==> config.mk <==
export PLATFORM = sky130hd
export DESIGN_NAME = imem_server_flat
export DESIGN_NICKNAME = d
export VERILOG_FILES = /design/src/rtl/imem_server_if.sv /design/src/rtl/imem_server.sv /design/src/flat_wrapper.sv
export SDC_FILE = /design/constraint.sdc
export NUM_CORES = 2
export LEC_CHECK = 0
export ABC_AREA = 1
export BUFFER_PORTS_ARGS = -buffer_cell sky130_fd_sc_hd__buf_2
export CORE_ASPECT_RATIO = 1.75
export CORE_MARGIN = 5
export CORE_UTILIZATION = 45
export CTS_BUF_LIST = sky130_fd_sc_hd__clkbuf_16
export CTS_CLUSTER_SIZE = 30
export DETAILED_ROUTE_END_ITERATION = 6
export HOLD_SLACK_MARGIN = 0.03
export PLACE_DENSITY = 0.6
export SYNTH_ARGS = -nofsm -noshare
export SYNTH_HDL_FRONTEND = slang
export SYNTH_SLANG_ARGS = --single-unit
export TNS_END_PERCENT = 30
==> constraint.sdc <==
create_clock -name clk -period 13.8 [get_ports clk]
set_input_delay 1.38 -clock clk [delete_from_list [all_inputs] [get_ports clk]]
set_output_delay 1.38 -clock clk [all_outputs]
set_load 0.005 [all_outputs]
==> src/rtl/imem_server_if.sv <==
// Fetch and program-load signal bundle between the core/host side and imem_server.
interface imem_server_if #(
  parameter int NMEM = 64
) ();
  localparam int AW = $clog2(NMEM);

  logic [31:0] pc;
  logic [31:0] inst;
  logic        pcEn;
  logic        ld_valid;
  logic        ld_ready;
  logic [31:0] ld_data;
  logic        ld_last;
  logic        start;
  logic        halted;
  logic        err_oob;
  logic [AW:0] load_count;
  logic [31:0] fetch_count;

  modport master (
    output pc, ld_valid, ld_data, ld_last, start,
    input  inst, pcEn, ld_ready, halted, err_oob, load_count, fetch_count
  );

  modport slave (
    input  pc, ld_valid, ld_data, ld_last, start,
    output inst, pcEn, ld_ready, halted, err_oob, load_count, fetch_count
  );
endinterface

==> src/rtl/imem_server.sv <==
// Instruction-memory responder: host loads a program image, then the core fetches
// from it with zero latency until a halt word or a bad fetch stops the run.
module imem_server #(
  parameter int          NMEM      = 64,
  parameter logic [31:0] HALT_WORD = 32'hFFFF_FFFF,
  parameter logic [31:0] NOP_WORD  = 32'h0000_0000
) (
  input logic          clk,
  input logic          reset,
  imem_server_if.slave bus
);
  localparam int AW = $clog2(NMEM);

  typedef enum logic [1:0] {
    S_LOAD  = 2'd0,
    S_READY = 2'd1,
    S_RUN   = 2'd2,
    S_HALT  = 2'd3
  } state_e;

  state_e        state_q, state_d;
  logic [31:0]   mem_q [NMEM];
  logic [AW:0]   load_count_q, load_count_d;
  logic [31:0]   fetch_count_q, fetch_count_d;
  logic          err_oob_q, err_oob_d;

  logic [AW-1:0] widx_s;
  logic [31:0]   word_s;
  logic [31:0]   pc_limit_s;
  logic          aligned_s, in_range_s, is_halt_s, fetch_ok_s;
  logic          ld_fire_s, ld_end_s;
  logic [31:0]   inst_s;
  logic          pc_en_s, ld_ready_s, halted_s;

  assign widx_s     = bus.pc[AW+1:2];
  assign word_s     = mem_q[widx_s];
  assign pc_limit_s = {{(32-AW-3){1'b0}}, load_count_q, 2'b00};
  assign aligned_s  = (bus.pc[1:0] == 2'b00);
  assign in_range_s = (bus.pc < pc_limit_s);
  assign is_halt_s  = (word_s == HALT_WORD);
  assign fetch_ok_s = (state_q == S_RUN) && aligned_s && in_range_s && !is_halt_s;
  assign ld_fire_s  = (state_q == S_LOAD) && bus.ld_valid;
  assign ld_end_s   = bus.ld_last || (load_count_q == (AW+1)'(NMEM - 1));

  // State register.
  always_ff @(posedge clk or negedge reset) begin
    if (!reset) begin
      state_q <= S_LOAD;
    end else begin
      state_q <= state_d;
    end
  end

  // Next-state decode.
  always_comb begin
    state_d = state_q;
    case (state_q)
      S_LOAD:  if (ld_fire_s && ld_end_s) state_d = S_READY; else state_d = S_LOAD;
      S_READY: if (bus.start)             state_d = S_RUN;   else state_d = S_READY;
      S_RUN:   if (!fetch_ok_s)           state_d = S_HALT;  else state_d = S_RUN;
      S_HALT:  if (bus.start)             state_d = S_LOAD;  else state_d = S_HALT;
      default: state_d = S_LOAD;
    endcase
  end

  // Output decode; pcEn depends on the state register only.
  always_comb begin
    inst_s     = NOP_WORD;
    pc_en_s    = 1'b0;
    ld_ready_s = 1'b0;
    halted_s   = 1'b0;
    case (state_q)
      S_LOAD:  ld_ready_s = 1'b1;
      S_READY: ld_ready_s = 1'b0;
      S_RUN: begin
        pc_en_s = 1'b1;
        inst_s  = fetch_ok_s ? word_s : NOP_WORD;
      end
      S_HALT:  halted_s = 1'b1;
      default: inst_s = NOP_WORD;
    endcase
  end

  // Counter and error-flag next values.
  always_comb begin
    load_count_d  = load_count_q;
    fetch_count_d = fetch_count_q;
    err_oob_d     = err_oob_q;
    case (state_q)
      S_LOAD: begin
        if (ld_fire_s) load_count_d = load_count_q + (AW+1)'(1);
        else           load_count_d = load_count_q;
      end
      S_READY: begin
        if (bus.start) begin
          fetch_count_d = 32'd0;
          err_oob_d     = 1'b0;
        end else begin
          fetch_count_d = fetch_count_q;
        end
      end
      S_RUN: begin
        if (fetch_ok_s) begin
          fetch_count_d = (fetch_count_q == 32'hFFFF_FFFF) ? fetch_count_q
                                                           : fetch_count_q + 32'd1;
        end else if (!aligned_s || !in_range_s) begin
          err_oob_d = 1'b1;
        end else begin
          err_oob_d = err_oob_q;
        end
      end
      S_HALT: begin
        if (bus.start) load_count_d = '0;
        else           load_count_d = load_count_q;
      end
      default: load_count_d = load_count_q;
    endcase
  end

  // Counter and error-flag registers.
  always_ff @(posedge clk or negedge reset) begin
    if (!reset) begin
      load_count_q  <= '0;
      fetch_count_q <= 32'd0;
      err_oob_q     <= 1'b0;
    end else begin
      load_count_q  <= load_count_d;
      fetch_count_q <= fetch_count_d;
      err_oob_q     <= err_oob_d;
    end
  end

  // Program array; intentionally not reset, load_count alone bounds valid fetches.
  always_ff @(posedge clk) begin
    if (ld_fire_s) begin
      mem_q[load_count_q[AW-1:0]] <= bus.ld_data;
    end
  end

  assign bus.inst        = inst_s;
  assign bus.pcEn        = pc_en_s;
  assign bus.ld_ready    = ld_ready_s;
  assign bus.halted      = halted_s;
  assign bus.err_oob     = err_oob_q;
  assign bus.load_count  = load_count_q;
  assign bus.fetch_count = fetch_count_q;
endmodule
==> src/flat_wrapper.sv <==
// flat-port wrapper written by rule: the top's interface ports become plain ports
module imem_server_flat 
#(
  parameter int          NMEM      = 64,
  parameter logic [31:0] HALT_WORD = 32'hFFFF_FFFF,
  parameter logic [31:0] NOP_WORD  = 32'h0000_0000
)
  (clk, reset, bus_pc, bus_ld_valid, bus_ld_data, bus_ld_last, bus_start, bus_inst, bus_pcEn, bus_ld_ready, bus_halted, bus_err_oob, bus_load_count, bus_fetch_count);
  imem_server_if #(.NMEM(NMEM)) bus_i ();
  input logic clk;
  input logic reset;
  input wire logic [$bits(bus_i.pc)-1:0] bus_pc;
  input wire logic [$bits(bus_i.ld_valid)-1:0] bus_ld_valid;
  input wire logic [$bits(bus_i.ld_data)-1:0] bus_ld_data;
  input wire logic [$bits(bus_i.ld_last)-1:0] bus_ld_last;
  input wire logic [$bits(bus_i.start)-1:0] bus_start;
  output wire logic [$bits(bus_i.inst)-1:0] bus_inst;
  output wire logic [$bits(bus_i.pcEn)-1:0] bus_pcEn;
  output wire logic [$bits(bus_i.ld_ready)-1:0] bus_ld_ready;
  output wire logic [$bits(bus_i.halted)-1:0] bus_halted;
  output wire logic [$bits(bus_i.err_oob)-1:0] bus_err_oob;
  output wire logic [$bits(bus_i.load_count)-1:0] bus_load_count;
  output wire logic [$bits(bus_i.fetch_count)-1:0] bus_fetch_count;
  assign bus_i.pc = bus_pc;
  assign bus_i.ld_valid = bus_ld_valid;
  assign bus_i.ld_data = bus_ld_data;
  assign bus_i.ld_last = bus_ld_last;
  assign bus_i.start = bus_start;
  assign bus_inst = bus_i.inst;
  assign bus_pcEn = bus_i.pcEn;
  assign bus_ld_ready = bus_i.ld_ready;
  assign bus_halted = bus_i.halted;
  assign bus_err_oob = bus_i.err_oob;
  assign bus_load_count = bus_i.load_count;
  assign bus_fetch_count = bus_i.fetch_count;
  imem_server #(.NMEM(NMEM), .HALT_WORD(HALT_WORD), .NOP_WORD(NOP_WORD)) u_core (.clk(clk), .reset(reset), .bus(bus_i));
endmodule
==> impl_results.md <==
* Via-per-instance ratio at 5.89
* Iteration count of the initial detailed-routing pass at 6
* CP required at 12,420 ps
* Hold_buf cts at 0
* Placed insts at 9,449
* CP Launch Type: input pin
* Initial antenna violation count at 15
* Port bufs at 143
* Setup_tns at 0 ps
* Capture point of the worst path: bus_inst[2]
* Layout cell share with drive strength beyond 1 at 0.0812
* Seq/Total Area, Yosys at 0.736
* Critical Path Source: bus_pc[3]
* Vias in the first global route at 55,600
* Pwr Density at 140 nW/um2
* Tmin final at 8730 ps
* Hold slack at 498 ps
* H-tree Lvls at 4
* Avg WL per Cell at 26.4 um
* Flops & latches, synth at 2,090
* Number of library cell types mapped by synthesis at 32
* Post-layout nets at 7,268
* Num CTS Buffers at 189
* Synth area leader: edfxtp_1
* Io pins at 144
* CP max FO at 80
* Reg2reg setup slack at 8720 ps
* Static leakage at 33.3 nW
* Mapped Cells at 7,195
* MaxCap Viol Count at 0
* Status: complete, no violations
* Final std cells w/o fill at 9,790
* Vias at 57,700
* Syn avg cell area at 11.8 um2
* Tot GR Track Use at 0.253
* Reg2Reg Depth at 13
* CTS tree: yes
* Die W at 338 um
* Post-CTS Resized at 0
* GR Util met1 at 0.319
* Max Freq at 115 MHz
* Clock buffer depth at 4
* Pin count of the biggest net entering global routing at 193
* Peak supply drop at 0.0994 mV
* Final Hold Viols at 0
* Gr busiest metal: met2
* WL final at 258 mm
* Worst clock skew at 27.4 ps
* Number of routed nets with antenna violations at 0
* WHS Path Cells at 2
* Actual slew at the worst max-slew pin at 1320 ps
* Crit Path Class: input pin to output port
* Die height at 585 um
* Commonest non-fill, non-tap cells in the layout: 2,392 x nand2_1, 2,048 x edfxtp_1, 1,937 x nand3_1
* RSZ-0062 raised after global routing: no
* Fin. max-slew vios at 0
* Area growth, synth to finish at 10.8%
* Clk slew on worst S/H paths at 60 ps
* Met3 usage at 0.0321
* Mapped Area at 85,000 um2
* Ys Warns at 0
* # fillers at 16,100
* M2 GR Usage at 0.436
* Clock Latency Late Sink at 830 ps
* First-pass GRT wire length at 372 mm
* Share of the synthesized area in the top cell type at 0.724
* Starting Density at 0.451
* Die footprint at 198,000 um2
* Arr. time, crit path at 7350 ps
* Commonest non-fill, non-tap cell in the layout: nand2_1
* Post-CTS setup buffer count at 0
* Relative slew margins at 0.118
* FP Rows at 211
* Root Driver: clkbuf_16
* Drt initial violations at 6,297
* Drc violations at 0
* Largest cells by area after synthesis: edfxtp_1 72%, nand3_1 11%, nand2_1 11%
* Gpl congestion at 0.812
* Hpwl dp at 133 mm
* FF-to-FF Start: u_core.state_q[0]$_DFF_PN0_
* Crit end category: output port
* Hold Crit Class: flip-flop to flip-flop
* Total gr overflow at 0
* Synth Net Count at 7,272
* Period utilisation layout at 0.633
* CTS sink count at 2,090
* RR Endpoint: u_core.bus.fetch_count[17]$_DFFE_PN0P_
* Core footprint at 188,000 um2
* Final setup viols at 0
==> through the flow <==
stage	worst slack (ps)	instance area, um2	total power [W]	util
after floorplan	8330	85000	0.00774	-
after global placement	5220	88200	0.00814	0.468
after detailed placement	5230	88200	0.00815	0.468
after CTS	5220	94100	0.0132	0.500
after global routing	4910	94100	0.0136	0.500
final	5070	94100	0.0132	0.500
==> report_power, final <==
part | internal (W) | switching [W]
clock | 0.00286 | 0.00229
combinational | 0.000212 | 0.000756
sequential | 0.00702 | 0.0000278
total | 0.0101 | 0.00308
==> critical path, cell delays in order <==
cell,delay (ps)
buf_8,510
buf_4,600
buf_4,720
buf_4,840
nand3_1,160
nand3_1,130
nand3_1,90
nand3_1,130
nand2_1,60
nand2_1,160
nand2_1,80
nand2_1,170
nor2_1,130
nand2_1,90
nor2_1,40
nand2_1,80
nand2_2,590
a21oi_1,1000
buf_2,320
==> per-layer routing <==
| layer | vias up | part of all wire | wire length (um) |
|---|---|---|---|
| met5 | - | 0.00010 | 26 |
| met2 | 2750 | 0.50 | 129000 |
| met3 | 625 | 0.076 | 19700 |
| met4 | 4 | 0.055 | 14100 |
| li1 | 25500 | - | - |
| met1 | 28800 | 0.37 | 95900 |
==> area by class of cell <==
class                           count  area (um2)  share of cell area
Sequential cell                  2090       62600               0.664
Multi-Input combinational cell   4593       20500               0.218
Clock buffer                      192        4800              0.0510
Tap cell                         2449        3060              0.0326
Timing Repair Buffer              268        1810              0.0192
Clock inverter                    145        1150              0.0122
Inverter                           49         223             0.00237
Antenna cell                        4        10.0            0.000106
==> cell families after synthesis <==
| family | Yosys count | synth area share |
|---|---|---|
| and+or+nand+nor | 4507 | 0.229 |
| adders and majority gates | 8 | 0.00118 |
| buffers and inverters | 512 | 0.0280 |
| xor gates and xnor gates | 15 | 0.00155 |
| DFF | 2090 | 0.736 |
| AOI/OAI and AO/OA | 63 | 0.00396 |
==> registers in the layout (all words and copies together), names as in the netlist <==
register                count
u_core.bus.fetch_count     32
u_core.bus.err_oob          1
u_core.mem_q             2048
u_core.state_q              2
u_core.bus.load_count       7
==> worst min-delay path by stage <==
stage,startpoint,endpoint,slack (ps)
after global routing,u_core.bus.err_oob$_DFFE_PN0P_,u_core.bus.err_oob$_DFFE_PN0P_,560
final,u_core.bus.err_oob$_DFFE_PN0P_,u_core.bus.err_oob$_DFFE_PN0P_,500
after floorplan,u_core.bus.err_oob$_DFFE_PN0P_,u_core.bus.err_oob$_DFFE_PN0P_,480
after global placement,u_core.bus.err_oob$_DFFE_PN0P_,u_core.bus.err_oob$_DFFE_PN0P_,470
after detailed placement,u_core.bus.err_oob$_DFFE_PN0P_,u_core.bus.err_oob$_DFFE_PN0P_,480
after CTS,u_core.bus.err_oob$_DFFE_PN0P_,u_core.bus.err_oob$_DFFE_PN0P_,500
==> synthesized netlist by cell type <==
cell type and instances:
or4_1 3, nand2_1 2392, buf_2 259, clkbuf_1 125, o221ai_1 1, o211ai_1 1
ha_1 8, a21oi_1 49, dfrtp_1 42, nor2_1 114, edfxtp_1 2048, and3_1 1
inv_1 40, clkinv_2 1, nand4_1 18, o21ai_0 8, nand2_2 2, inv_2 2
o221a_2 1, clkinv_1 6, nand3_1 1937, nand2_4 1, xor2_1 10, xnor2_1 5
or2_2 1, buf_1 51, o21a_1 2, buf_4 21, a2bb2oi_1 1, nor4_1 15
nor3_1 23, buf_6 7
No activity file was read; power rests on OpenSTA's default activity.
